`config.mk`:
```
export PLATFORM = sky130hd
export DESIGN_NAME = hit_map_framer
export DESIGN_NICKNAME = d
export VERILOG_FILES = /design/src/rtl/hit_map_framer.sv
export SDC_FILE = /design/constraint.sdc
export NUM_CORES = 1
export LEC_CHECK = 0
export ABC_AREA = 1
export BUFFER_PORTS_ARGS = -buffer_cell sky130_fd_sc_hd__buf_2
export CAP_MARGIN = 10
export CORE_MARGIN = 2
export CORE_UTILIZATION = 30
export CTS_BUF_LIST = sky130_fd_sc_hd__clkbuf_16
export DETAILED_ROUTE_END_ITERATION = 6
export HOLD_SLACK_MARGIN = 0.05
export PLACE_DENSITY = 0.42
export SYNTH_ARGS = -nofsm -noshare
export SYNTH_HDL_FRONTEND = slang
export SYNTH_SLANG_ARGS = --single-unit
export TNS_END_PERCENT = 50
```
`constraint.sdc`:
```
create_clock -name clk -period 7.8 [get_ports clk]
set_input_delay 1.17 -clock clk [delete_from_list [all_inputs] [get_ports clk]]
set_output_delay 1.17 -clock clk [all_outputs]
set_load 0.05 [all_outputs]
```
`src/rtl/hit_map_framer.sv`:
```
// hit_map_framer: buffers backpressured hit-row frames and replays them as
// START, data rows, STOP and idle zero words with no bubbles inside a frame.

module hit_map_framer #(
  parameter int MAPSIZE  = 38,
  parameter int MAX_ROWS = 16,
  parameter int GAP      = 4
) (
  input  logic             clk,
  input  logic             reset,
  input  logic [MAPSIZE:0] row_in,
  input  logic             row_valid,
  input  logic             row_sof,
  input  logic             row_eof,
  output logic             row_ready,
  input  logic             err_clr,
  output logic [MAPSIZE:0] map_out,
  output logic             frame_active,
  output logic [15:0]      frame_cnt,
  output logic             alias_err,
  output logic             trunc_err,
  output logic             proto_err
);

  localparam int W  = MAPSIZE + 1;
  localparam int AW = (MAX_ROWS > 1) ? $clog2(MAX_ROWS) : 1;
  localparam int CW = $clog2(MAX_ROWS + 1) + 1;
  localparam int GW = (GAP > 1) ? $clog2(GAP) : 1;

  function automatic logic [W-1:0] mk_start();
    logic [W-1:0] p;
    for (int i = 0; i < W; i++) p[i] = (i % 2 == 0);
    return p;
  endfunction

  localparam logic [W-1:0] START_W = mk_start();
  localparam logic [W-1:0] STOP_W  = ~START_W;

  function automatic logic [AW-1:0] ptr_inc(input logic [AW-1:0] p);
    return (p == AW'(MAX_ROWS - 1)) ? '0 : p + 1'b1;
  endfunction

  typedef struct packed {
    logic         sof;
    logic         last;
    logic [W-1:0] row;
  } entry_t;

  typedef enum logic [2:0] {
    S_IDLE,
    S_START,
    S_DATA,
    S_STOP,
    S_GAP
  } state_t;

  entry_t mem [MAX_ROWS];

  logic [AW-1:0] wr_ptr_q, wr_ptr_d;
  logic [AW-1:0] rd_ptr_q, rd_ptr_d;
  logic [AW-1:0] rd_nxt;
  logic [CW-1:0] count_q, count_d;
  logic [CW-1:0] cmpl_q, cmpl_d;
  logic [CW-1:0] rcnt_q, rcnt_d;
  logic          rdy_q, rdy_d;
  logic          open_q, open_d;
  logic          drop_q, drop_d;
  state_t        state_q, state_d;
  logic [GW-1:0] gcnt_q, gcnt_d;
  logic [W-1:0]  map_q, map_d;
  logic          act_q, act_d;
  logic [15:0]   fcnt_q, fcnt_d;
  logic          alias_q, alias_d;
  logic          trunc_q, trunc_d;
  logic          proto_q, proto_d;

  logic          acc;
  logic          aliased;
  logic          push;
  logic          pop;
  logic          dec;
  logic [1:0]    inc;
  logic          alias_ev;
  logic          trunc_ev;
  logic          proto_ev;
  entry_t        wr_ent;

  assign acc     = row_valid && rdy_q;
  assign aliased = (row_in == START_W) || (row_in == STOP_W);
  assign rd_nxt  = ptr_inc(rd_ptr_q);

  // Frame assembly: decides what each accepted row becomes in the FIFO.
  always_comb begin
    push       = 1'b0;
    inc        = 2'd0;
    alias_ev   = 1'b0;
    trunc_ev   = 1'b0;
    proto_ev   = 1'b0;
    open_d     = open_q;
    drop_d     = drop_q;
    rcnt_d     = rcnt_q;
    wr_ent.sof  = row_sof;
    wr_ent.last = row_eof;
    wr_ent.row  = aliased ? '0 : row_in;
    if (acc) begin
      if (row_sof) begin
        push     = 1'b1;
        alias_ev = aliased;
        drop_d   = 1'b0;
        rcnt_d   = CW'(1);
        open_d   = !row_eof;
        if (open_q) inc = 2'd1;
        if (row_eof) inc = inc + 2'd1;
      end else if (drop_q) begin
        trunc_ev = 1'b1;
        if (row_eof) drop_d = 1'b0;
      end else if (!open_q) begin
        proto_ev = 1'b1;
      end else begin
        push     = 1'b1;
        alias_ev = aliased;
        rcnt_d   = rcnt_q + 1'b1;
        if (row_eof || rcnt_q == CW'(MAX_ROWS - 1)) begin
          wr_ent.last = 1'b1;
          open_d      = 1'b0;
          rcnt_d      = '0;
          inc         = 2'd1;
          drop_d      = !row_eof;
        end
      end
    end
  end

  // Read-side sequencer; every output is the registered word for this state.
  always_comb begin
    state_d = state_q;
    gcnt_d  = gcnt_q;
    map_d   = map_q;
    act_d   = act_q;
    fcnt_d  = fcnt_q;
    pop     = 1'b0;
    dec     = 1'b0;
    unique case (state_q)
      S_IDLE: begin
        map_d = '0;
        act_d = 1'b0;
        if (cmpl_q != '0) begin
          state_d = S_START;
          dec     = 1'b1;
        end
      end
      S_START: begin
        map_d   = START_W;
        act_d   = 1'b1;
        state_d = S_DATA;
      end
      S_DATA: begin
        pop   = (count_q != '0);
        map_d = mem[rd_ptr_q].row;
        act_d = 1'b1;
        if (mem[rd_ptr_q].last ||
            (count_q > CW'(1) && mem[rd_nxt].sof))
          state_d = S_STOP;
      end
      S_STOP: begin
        map_d   = STOP_W;
        act_d   = 1'b1;
        fcnt_d  = fcnt_q + 16'd1;
        gcnt_d  = '0;
        state_d = S_GAP;
      end
      S_GAP: begin
        map_d  = '0;
        act_d  = 1'b0;
        gcnt_d = gcnt_q + 1'b1;
        if (gcnt_q == GW'(GAP - 1)) state_d = S_IDLE;
      end
      default: state_d = S_IDLE;
    endcase
  end

  always_comb begin
    wr_ptr_d = push ? ptr_inc(wr_ptr_q) : wr_ptr_q;
    rd_ptr_d = pop ? ptr_inc(rd_ptr_q) : rd_ptr_q;
    count_d  = count_q + CW'(push) - CW'(pop);
    cmpl_d   = cmpl_q + CW'(inc) - CW'(dec);
    rdy_d    = (count_d < CW'(MAX_ROWS));
    alias_d  = (alias_q && !err_clr) || alias_ev;
    trunc_d  = (trunc_q && !err_clr) || trunc_ev;
    proto_d  = (proto_q && !err_clr) || proto_ev;
  end

  always_ff @(posedge clk) begin
    if (push) mem[wr_ptr_q] <= wr_ent;
  end

  always_ff @(posedge clk or posedge reset) begin
    if (reset) begin
      wr_ptr_q <= '0;
      rd_ptr_q <= '0;
      count_q  <= '0;
      cmpl_q   <= '0;
      rcnt_q   <= '0;
      rdy_q    <= 1'b0;
      open_q   <= 1'b0;
      drop_q   <= 1'b0;
      state_q  <= S_IDLE;
      gcnt_q   <= '0;
      map_q    <= '0;
      act_q    <= 1'b0;
      fcnt_q   <= '0;
      alias_q  <= 1'b0;
      trunc_q  <= 1'b0;
      proto_q  <= 1'b0;
    end else begin
      wr_ptr_q <= wr_ptr_d;
      rd_ptr_q <= rd_ptr_d;
      count_q  <= count_d;
      cmpl_q   <= cmpl_d;
      rcnt_q   <= rcnt_d;
      rdy_q    <= rdy_d;
      open_q   <= open_d;
      drop_q   <= drop_d;
      state_q  <= state_d;
      gcnt_q   <= gcnt_d;
      map_q    <= map_d;
      act_q    <= act_d;
      fcnt_q   <= fcnt_d;
      alias_q  <= alias_d;
      trunc_q  <= trunc_d;
      proto_q  <= proto_d;
    end
  end

  assign row_ready    = rdy_q;
  assign map_out      = map_q;
  assign frame_active = act_q;
  assign frame_cnt    = fcnt_q;
  assign alias_err    = alias_q;
  assign trunc_err    = trunc_q;
  assign proto_err    = proto_q;

endmodule

```
* After elaboration in Yosys (flattened, before gate mapping)
Memory sizes are Yosys's and may differ from the RTL's.
Cells that the tools add are included.
Widths: inputs -> output; s select.
** Cells by class
- Add/subtract/negate cells :: 10
- Magnitude comparators :: 2
- Equality and inequality tests :: 14
- Multiplexer cells :: 57
- Reductions and logical operators :: 25
** Operator list (number)
- $pmux 39 s4 :: 1
- $eq 39x38->1 const B :: 1
- $eq 39x39->1 const B :: 1
- $mux 39 :: 1
- $mux 1 :: 38
- $mux 6 :: 4
- $add 16x1->16 const B :: 1
- $pmux 3 s5 :: 1
- $reduce_bool 6->1 :: 2
- $sub 6x1->6 :: 2
- $mux 2 :: 5
- $mux 3 :: 3
- $add 4x1->4 const B :: 2
- $eq 4x4->1 const B :: 2
- $mux 4 :: 2
- $ne 2x2->1 const B :: 4
- $add 6x1->6 :: 1
- $add 6x1->6 const B :: 1
- $add 6x2->6 :: 1
- $eq 3x2->1 const B :: 2
- $eq 6x4->1 const B :: 1
- $gt 6x1->1 const B :: 1
- $logic_or 1x1->1 :: 6
- $lt 6x5->1 const B :: 1
- other kinds (15) :: 24
** Storage, ports and cells
- Bits in registers :: 93
- Memory bits (writable) :: 656
- Bits of input ports :: 45
- Output and inout bits :: 60
- Logic and storage cells :: 125
- Memories kept :: 1
** Memory list
- mem :: depth 16, width 41, rd ports 2, clocked after Yosys merged registers in 0, wr ports 1, RTL line 57 : entry_t mem [MAX_ROWS];

* Logic depth before layout (Yosys ltp)
Gate-level depths: netlist of run 1.
- Word-level depth :: 9
- Gate-level depth with buffers :: 18
- Gate-level depth less buffers :: 18

* Least setup slack after synthesis of run 1
No wires, ideal clock.
- Kind :: in2reg
- From :: input port row_valid
- To :: memory mem[3][0] in the netlist's numbering, enable pin
- Setup time :: 490 ps
- Data arrival time :: 4729 ps
- Data required time :: 7310 ps
- Path slack :: 2581 ps
- Cell stages on the path :: 7
- Path buffers :: 1
- Cell sequence :: nand2_1 inv_1 nand2_1 nor2_1 inv_2 clkbuf_1 nor3_1
** Between the ends
- Longest elaborated chain between the ends :: 4
** Ends and longest elaborated chain
- from (decl) :: RTL line 12 : input logic row_valid,
- $logic_and 1x1->1 :: RTL line 88 : assign acc = row_valid && rdy_q;
- $mux 1 :: RTL line 105 : if (acc) begin
- $mux 1 :: RTL line 194 : if (push) mem[wr_ptr_q] <= wr_ent;
- $mux 1 (not written as such) :: RTL line 194
- to (decl) :: RTL line 57
No other way between the ends.

* Worst setup path after layout of run 1
- From :: input port row_sof
- To :: memory mem[5][32] in the netlist's numbering, enable pin
** Between the ends
- Longest elaborated chain between the ends :: 4
** Ends and longest elaborated chain
- from (decl) :: RTL line 13 : input logic row_sof,
- $mux 1 :: RTL line 106 : if (row_sof) begin
- $mux 1 :: RTL line 105
- $mux 1 :: RTL line 194
- $mux 1 (not written as such) :: RTL line 194
No other way between the ends.

==> impl_metrics.tcl, run 1 <==
set metrics [dict create \
    vias 19600 \
    wl_met2_mm 44.3 \
    cts_root_buffer "clkbuf_16" \
    dieArea_mm2 0.104 \
    synthesis.area_mm2 0.0305 \
    drive_gt1_share_pct 11.2 \
    fin_tns_setup_ns 0 \
    power.share.clock_pct 29.8 \
    final.period_utilization_pct 54.9 \
    clk_latency_ns 0.64 \
    async_flop_share_pct 12.4 \
    p_int_mw 7.89 \
    fp.dieW_um 323 \
    max_slew_margin_pct 10.6 \
    firstDrtPassIters 7 \
    hold_viol 0 \
    cts_tree "yes" \
    grt_pass1_vias 19800 \
    cap_violations 0 \
    rr_worst_depth 7 \
    fp.coreArea_mm2 0.100 \
    yosys_most_used_dff "edfxtp_1" \
    final_cell_mix "edfxtp_1, nor2_1, o21ai_0" \
    start_kind "primary input" \
    rows 116 \
    gp_congestion 0.753 \
    r2r_start "row_ready" \
    clk_pin_slew_ns 0.06 \
    synth_area_per_cell_um2 12.5 \
    dpl-instance-area_mm2 0.0323 \
    area_growth_pct 14.7 \
    die_h_um 323 \
    wl_met3_mm 4.95 \
    fin_nets 2578 \
    holdCritPathClass "flip-flop to flip-flop" \
    overflow 0 \
    ff2ff_setup_slack_ns 4.04 \
    drc 0 \
    required_ns 8.06 \
    synth_cells 2430 \
    yosysSeqAreaShare_pct 72.3 \
    ys_types 47 \
    cts_buffer_depth 3 \
    crit_fanout 22 \
    via_per_inst 4.98 \
    postRouteAntennaNets 0 \
    grt_start_max_net_pins 199 \
    place_hpwl_mm 48.2 \
    htreeDepth 3 \
    cts_hold_buf 0 \
    ctsResizeCount 0 \
    slew_viol_final 0 \
    grt_pass1_wl_mm 136 \
    r2r_end "mem[5][32]" \
    cts_buffers 86 \
    pwr-share-seq_pct 38.9 \
    fmax_ghz 0.234 \
    whs_endpoint "frame_cnt[15]" \
    met1_length_mm 42.9 \
    leakage_nw 12.2 \
    ys_ff_latch 749 \
    tightestPinTransition_ns 1.33 \
    io_buffers 104 \
    post-route-util_pct 34.8 \
    drtIter0Drc 1755 \
    synth-edff-count 656 \
    syn_nets 2505 \
    hold_path_depth 1 \
    highest_layer "met4" \
    run_status "completed" \
    post-route-min-period_ns 4.28 \
    wire_per_inst_um 24.0 \
    grt_usage_pct 18.1 \
    power_density_mw_per_mm2 363 \
    fin_skew_ns 0.0347 \
    wirelength_mm 94.1 \
    layout_commonest_cell "edfxtp_1" \
    postCtsSetupRepairBufs 0 \
    antenna_found_initial 3 \
    irDropWorstVdd_uv 548 \
    io-pin-count 105 \
    critPathKind "primary input to flip-flop" \
    finalPower_mw 12.7 \
    rsz0062_at_grt "no" \
    p_switching_mw 4.80 \
    arrival_ns 4.54 \
    clock_sinks 749 \
    start_util_pct 30.3 \
    power_frac_comb_pct 31.4 \
    setup_violations 0 \
    worstHoldStart "frame_cnt[15]" \
    design_area_mm2 0.0350 \
    worstSetupEndpointType "flip-flop" \
    netSwitchingFraction_pct 37.8 \
    yosysWarningCount 0 \
]
-- how the worst max path moves through the flow --
stage | start | end | cells after the start
2_1_floorplan | row_valid | mem[3][0] | 7
3_3_place_gp | row_sof | cmpl_q[4] | 17
3_5_place_dp | row_sof | mem[5][39] | 8
4_1_cts | row_sof | mem[5][39] | 8
5_1_grt | row_sof | cmpl_q[4] | 17
6_report | row_sof | mem[5][32] | 8
-- kinds of logic after synthesis --
group                      count (synthesis)  synth area share, %
and+or+nand+nor                          820                 11.1
DFF                                      749                 72.3
AOI/OAI and AO/OA                        548                 10.7
buffers and inverters                    258                 3.87
adders and majority gates                 30                 1.28
xor gates and xnor gates                  24                0.690
muxes                                      1               0.0369
-- synth_stat cells (43+ instances only) --
cell type  count  share of area (%)
o21ai_0      303                5.0
buf_2         47               0.77
o21ai_1       43               0.71
nor2_1       505                6.2
inv_1        101                1.2
dfrtp_1       93                7.6
clkbuf_1      72               0.89
o221ai_1      92                2.6
o211ai_1      49                1.2
nand3_1      137                2.2
edfxtp_1     656                 65
nand2_1      133                1.6
-- sequential cells by signal (all words and copies together), names as in the netlist --
name / count
frame_active: 1
map_out: 39
wr_ptr_q: 4
proto_err: 1
frame_cnt: 16
rcnt_q: 6
mem: 656
alias_err: 1
gcnt_q: 2
trunc_err: 1
rd_ptr_q: 4
cmpl_q: 6
state_q: 3
count_q: 6
open_q: 1
drop_q: 1
row_ready: 1
-- area by class of cell --
| type | instances | area (um^2) |
|---|---|---|
| Clock buffer | 87 | 2180 |
| Antenna cell | 1 | 2.50 |
| Multi-Input combinational cell | 1423 | 7410 |
| Tap cell | 1357 | 1700 |
| Fill cell | 9889 | 65500 |
| Timing Repair Buffer | 136 | 786 |
| Clock inverter | 65 | 442 |
| Sequential cell | 749 | 22000 |
| Inverter | 107 | 417 |
-- power groups by stage --
stage               logic, mW  clock network (mW)  registers (mW)
floorplan                2.53                   0            5.23
global placement         4.00                   0            5.01
detailed placement       4.04                   0            5.02
CTS                      4.05                3.89            4.94
global route             4.44                4.05            4.97
finish                   3.98                3.78            4.93
-- metrics by stage --
| step | setup slack [ns] | hold slack (ns) | instances |
|---|---|---|---|
| after floorplan | 2.58 | 0.458 | 2430 |
| after global placement | 2.90 | 0.466 | 3772 |
| after detailed placement | 2.85 | 0.466 | 3772 |
| after CTS | 3.52 | 0.474 | 3924 |
| after global routing | 3.20 | 0.508 | 3924 |
| final | 3.52 | 0.467 | 3925 |
-- critical path, cell delays in order --
cell and delay [ns]:
buf_2 0.34, inv_1 0.11, nand2_1 0.10, nand2_1 0.07, nor2_1 0.69, nand2_1 0.47, nor2_4 0.96, buf_4 0.57
-- routing by layer --
metal  vias up  global-route usage [%]
met3       121                    3.40
met5         -                       0
li1       8990                       -
met1      9960                    24.7
met4         0                    4.61
met2       481                    29.6
(Power assumes the default switching activity.)
==> run 2: changes to the inputs <==
- ABC_AREA: 1 -> 0
- clock period: 7.8 -> 4.3 ns (I/O delays scaled with it)
==> run 2 against run 1 <==
  * Synthesized cell count down 35%
  * Total power up 79%
  * Via count down 22%
  * Setup slack worse by 2.3 ns
  * Critical endpoint is now mem[0][5]
  * Die area down 1.3%
  * Sequential share of layout area down 0.36 points
  * Critical path type unchanged
  * Synthesized area down 1.3%
  * Global-route usage down 2.4 points
==> impl_metrics.tcl, run 2 <==
set metrics [dict create \
    cts_tree "yes" \
    io_buffers 104 \
    area_growth_pct 17.0 \
    fin_tns_setup_ns 0 \
    yosys-top-cells-count "edfxtp_1, mux4_2, dfrtp_1, nand2_1, and2_1" \
    synthesis.area_mm2 0.0301 \
    clk_latency_ns 0.65 \
    clock_sinks 749 \
    rr_worst_depth 16 \
    slowest_delay_ns 0.69 \
    ff2ff_setup_slack_ns 1.28 \
    r2r_start "rcnt_q[0]" \
    synth-edff-count 656 \
    path_buf_inv 2 \
    slowest_stage "nor3_1" \
    fin_skew_ns 0.0264 \
    cts_buffer_depth 3 \
    slew_viol_final 0 \
    cts_buffers 85 \
    hold_path_depth 2 \
    start_util_pct 30.2 \
    grt_start_max_net_pins 107 \
    async_flop_share_pct 12.4 \
    vias 15300 \
    whs_endpoint "open_q" \
    regArea_mm2 0.0220 \
    path_cells "buf_2 > or4bb_1 > nor3_1 > a41oi_4 > buf_4 > and2_1" \
    gp_congestion 0.723 \
    multi_input_area_mm2 0.00750 \
    drtIter0Drc 1317 \
    cts_root_buffer "clkbuf_16" \
    wire_per_inst_um 25.6 \
    place_hpwl_mm 46.7 \
    ys_types 63 \
    synth_top_area_cell "edfxtp_1" \
    htreeDepth 3 \
    worstSetupEndpointType "flip-flop" \
    syn_nets 1647 \
    rsz0062_at_grt "no" \
    leakage_nw 12.0 \
    irDropWorstVdd_uv 392 \
    post-synth-top-count-cell "edfxtp_1" \
    post-route-min-period_ns 3.11 \
    rows 116 \
    drc 0 \
    via_per_inst 4.92 \
    largest_register_ffs 656 \
    yosys_most_used_dff "edfxtp_1" \
    fin_nets 1819 \
    max_slew_margin_pct 39.5 \
    setup_violations 0 \
    worstHoldStart "row_eof" \
    top_register "mem" \
    grt_pass1_wl_mm 116 \
    arrival_ns 3.40 \
    final.period_utilization_pct 72.3 \
    dieArea_mm2 0.103 \
    hold_viol 0 \
    power_density_mw_per_mm2 644 \
    ys_ff_latch 749 \
    overflow 0 \
    fill_cells 9304 \
    postRouteAntennaNets 0 \
    start_kind "primary input" \
    ys_top_cells_by_area "edfxtp_1, mux4_2, dfrtp_1, mux2_2, mux2i_1" \
    synth_area_per_cell_um2 19.1 \
    synth_cells 1572 \
    fp.dieW_um 321 \
    layout_commonest_cell "edfxtp_1" \
    required_ns 4.59 \
    yosysWarningCount 0 \
    setup_ws_ns 1.19 \
    tightestPinTransition_ns 0.908 \
    fmax_ghz 0.322 \
    final_cell_mix "edfxtp_1, mux4_2, buf_2" \
    io-pin-count 105 \
    crit_family "simple AND/OR/NAND/NOR gates" \
    critPathKind "primary input to flip-flop" \
    firstDrtPassIters 4 \
    yosysSeqAreaShare_pct 73.3 \
    holdCritPathClass "primary input to flip-flop" \
    die_h_um 321 \
    run_status "completed" \
    crit_fanout 20 \
    drive_gt1_share_pct 28.4 \
    wirelength_mm 79.7 \
    clk_pin_slew_ns 0.06 \
    grt_usage_pct 15.6 \
    fp.coreArea_mm2 0.0997 \
    synth_top_area_share_pct 65.5 \
    r2r_end "cmpl_q[4]" \
    antenna_found_initial 4 \
    cap_violations 0 \
    dp_slack_ns 0.609 \
    grt_pass1_vias 16300 \
]
## run 2: how the worst max path moves through the flow
stage	start	cells after the start	endpoint
3_3_place_gp	row_in[28]	7	mem[7][5]
6_report	row_in[2]	6	mem[0][5]
5_1_grt	rcnt_q[0]	16	cmpl_q[4]
4_1_cts	row_in[2]	6	mem[3][5]
2_1_floorplan	row_sof	7	mem[4][0]
3_5_place_dp	row_in[2]	6	mem[4][5]
## run 2: repair_timing
item,in CTS,in global routing
setup buffers,0,0
endpoints found under the hold margin,32,0
gates resized for setup,0,0
hold buffers,1,0
## run 2: layout make-up
cell class                 instances  area share (%)
antenna                            1         0.00711
timing repair buffer             163            3.39
inverter                          54           0.583
sequential                       749            62.7
multi-input combinational        691            21.3
tap                             1298            4.62
clock buffer                      87            6.19
clock inverter                    72            1.23
## run 2: kinds of logic (layout without fill, tap and decap cells)
kind of cell / count (synthesis) / in the layout / synth area share, %
AO/OA/AOI/OAI: 139 / 139 / 3.03
buffers and inverters: 132 / 376 / 1.99
other: 0 / 1 / 0
AND/OR/NAND/NOR: 245 / 245 / 4.40
multiplexers: 247 / 247 / 15.1
flip-flops: 749 / 749 / 73.3
XOR/XNOR: 30 / 30 / 0.874
adder cells (fa/ha/maj): 30 / 30 / 1.30
## run 2: metrics by stage
stage,instances,hold slack [ns],util [%],area [um^2],power (mW)
final,3115,0.295,35.3,35200,22.7
after global routing,3115,0.284,35.3,35200,23.9
after CTS,3114,0.254,35.3,35200,23.1
after detailed placement,2954,0.468,32.6,32600,16.2
after global placement,2954,0.453,32.6,32600,16.2
after floorplan,1572,0.471,-,30100,14.1
## run 2: layer usage
metal / share of wire, % / track usage [%] / wire, um
met1: 47 / 22.1 / 37500
met2: 47 / 25.1 / 37300
met3: 4.4 / 2.81 / 3520
met4: 1.8 / 3.43 / 1430
met5: 0.045 / 0 / 36
## run 2: worst register-to-register path: stages, from the launching register on
cell and delay [ns]:
dfrtp_1 0.41, ha_1 0.24, nor4b_1 0.30, buf_4 0.21
nor2_1 0.08, o31ai_1 0.19, nand2_1 0.09, ha_1 0.29
inv_1 0.05, ha_1 0.15, inv_1 0.06, fa_1 0.46
inv_1 0.07, a21oi_1 0.05, nor2_1 0.09, nor2_1 0.06
xnor2_1 0.11
## run 2: power breakdown
group	internal [mW]	total [mW]	switching [mW]
sequential	8.48	9.07	0.597
clock	3.86	6.78	2.92
combinational	2.89	6.81	3.91
total	15.2	22.7	7.43
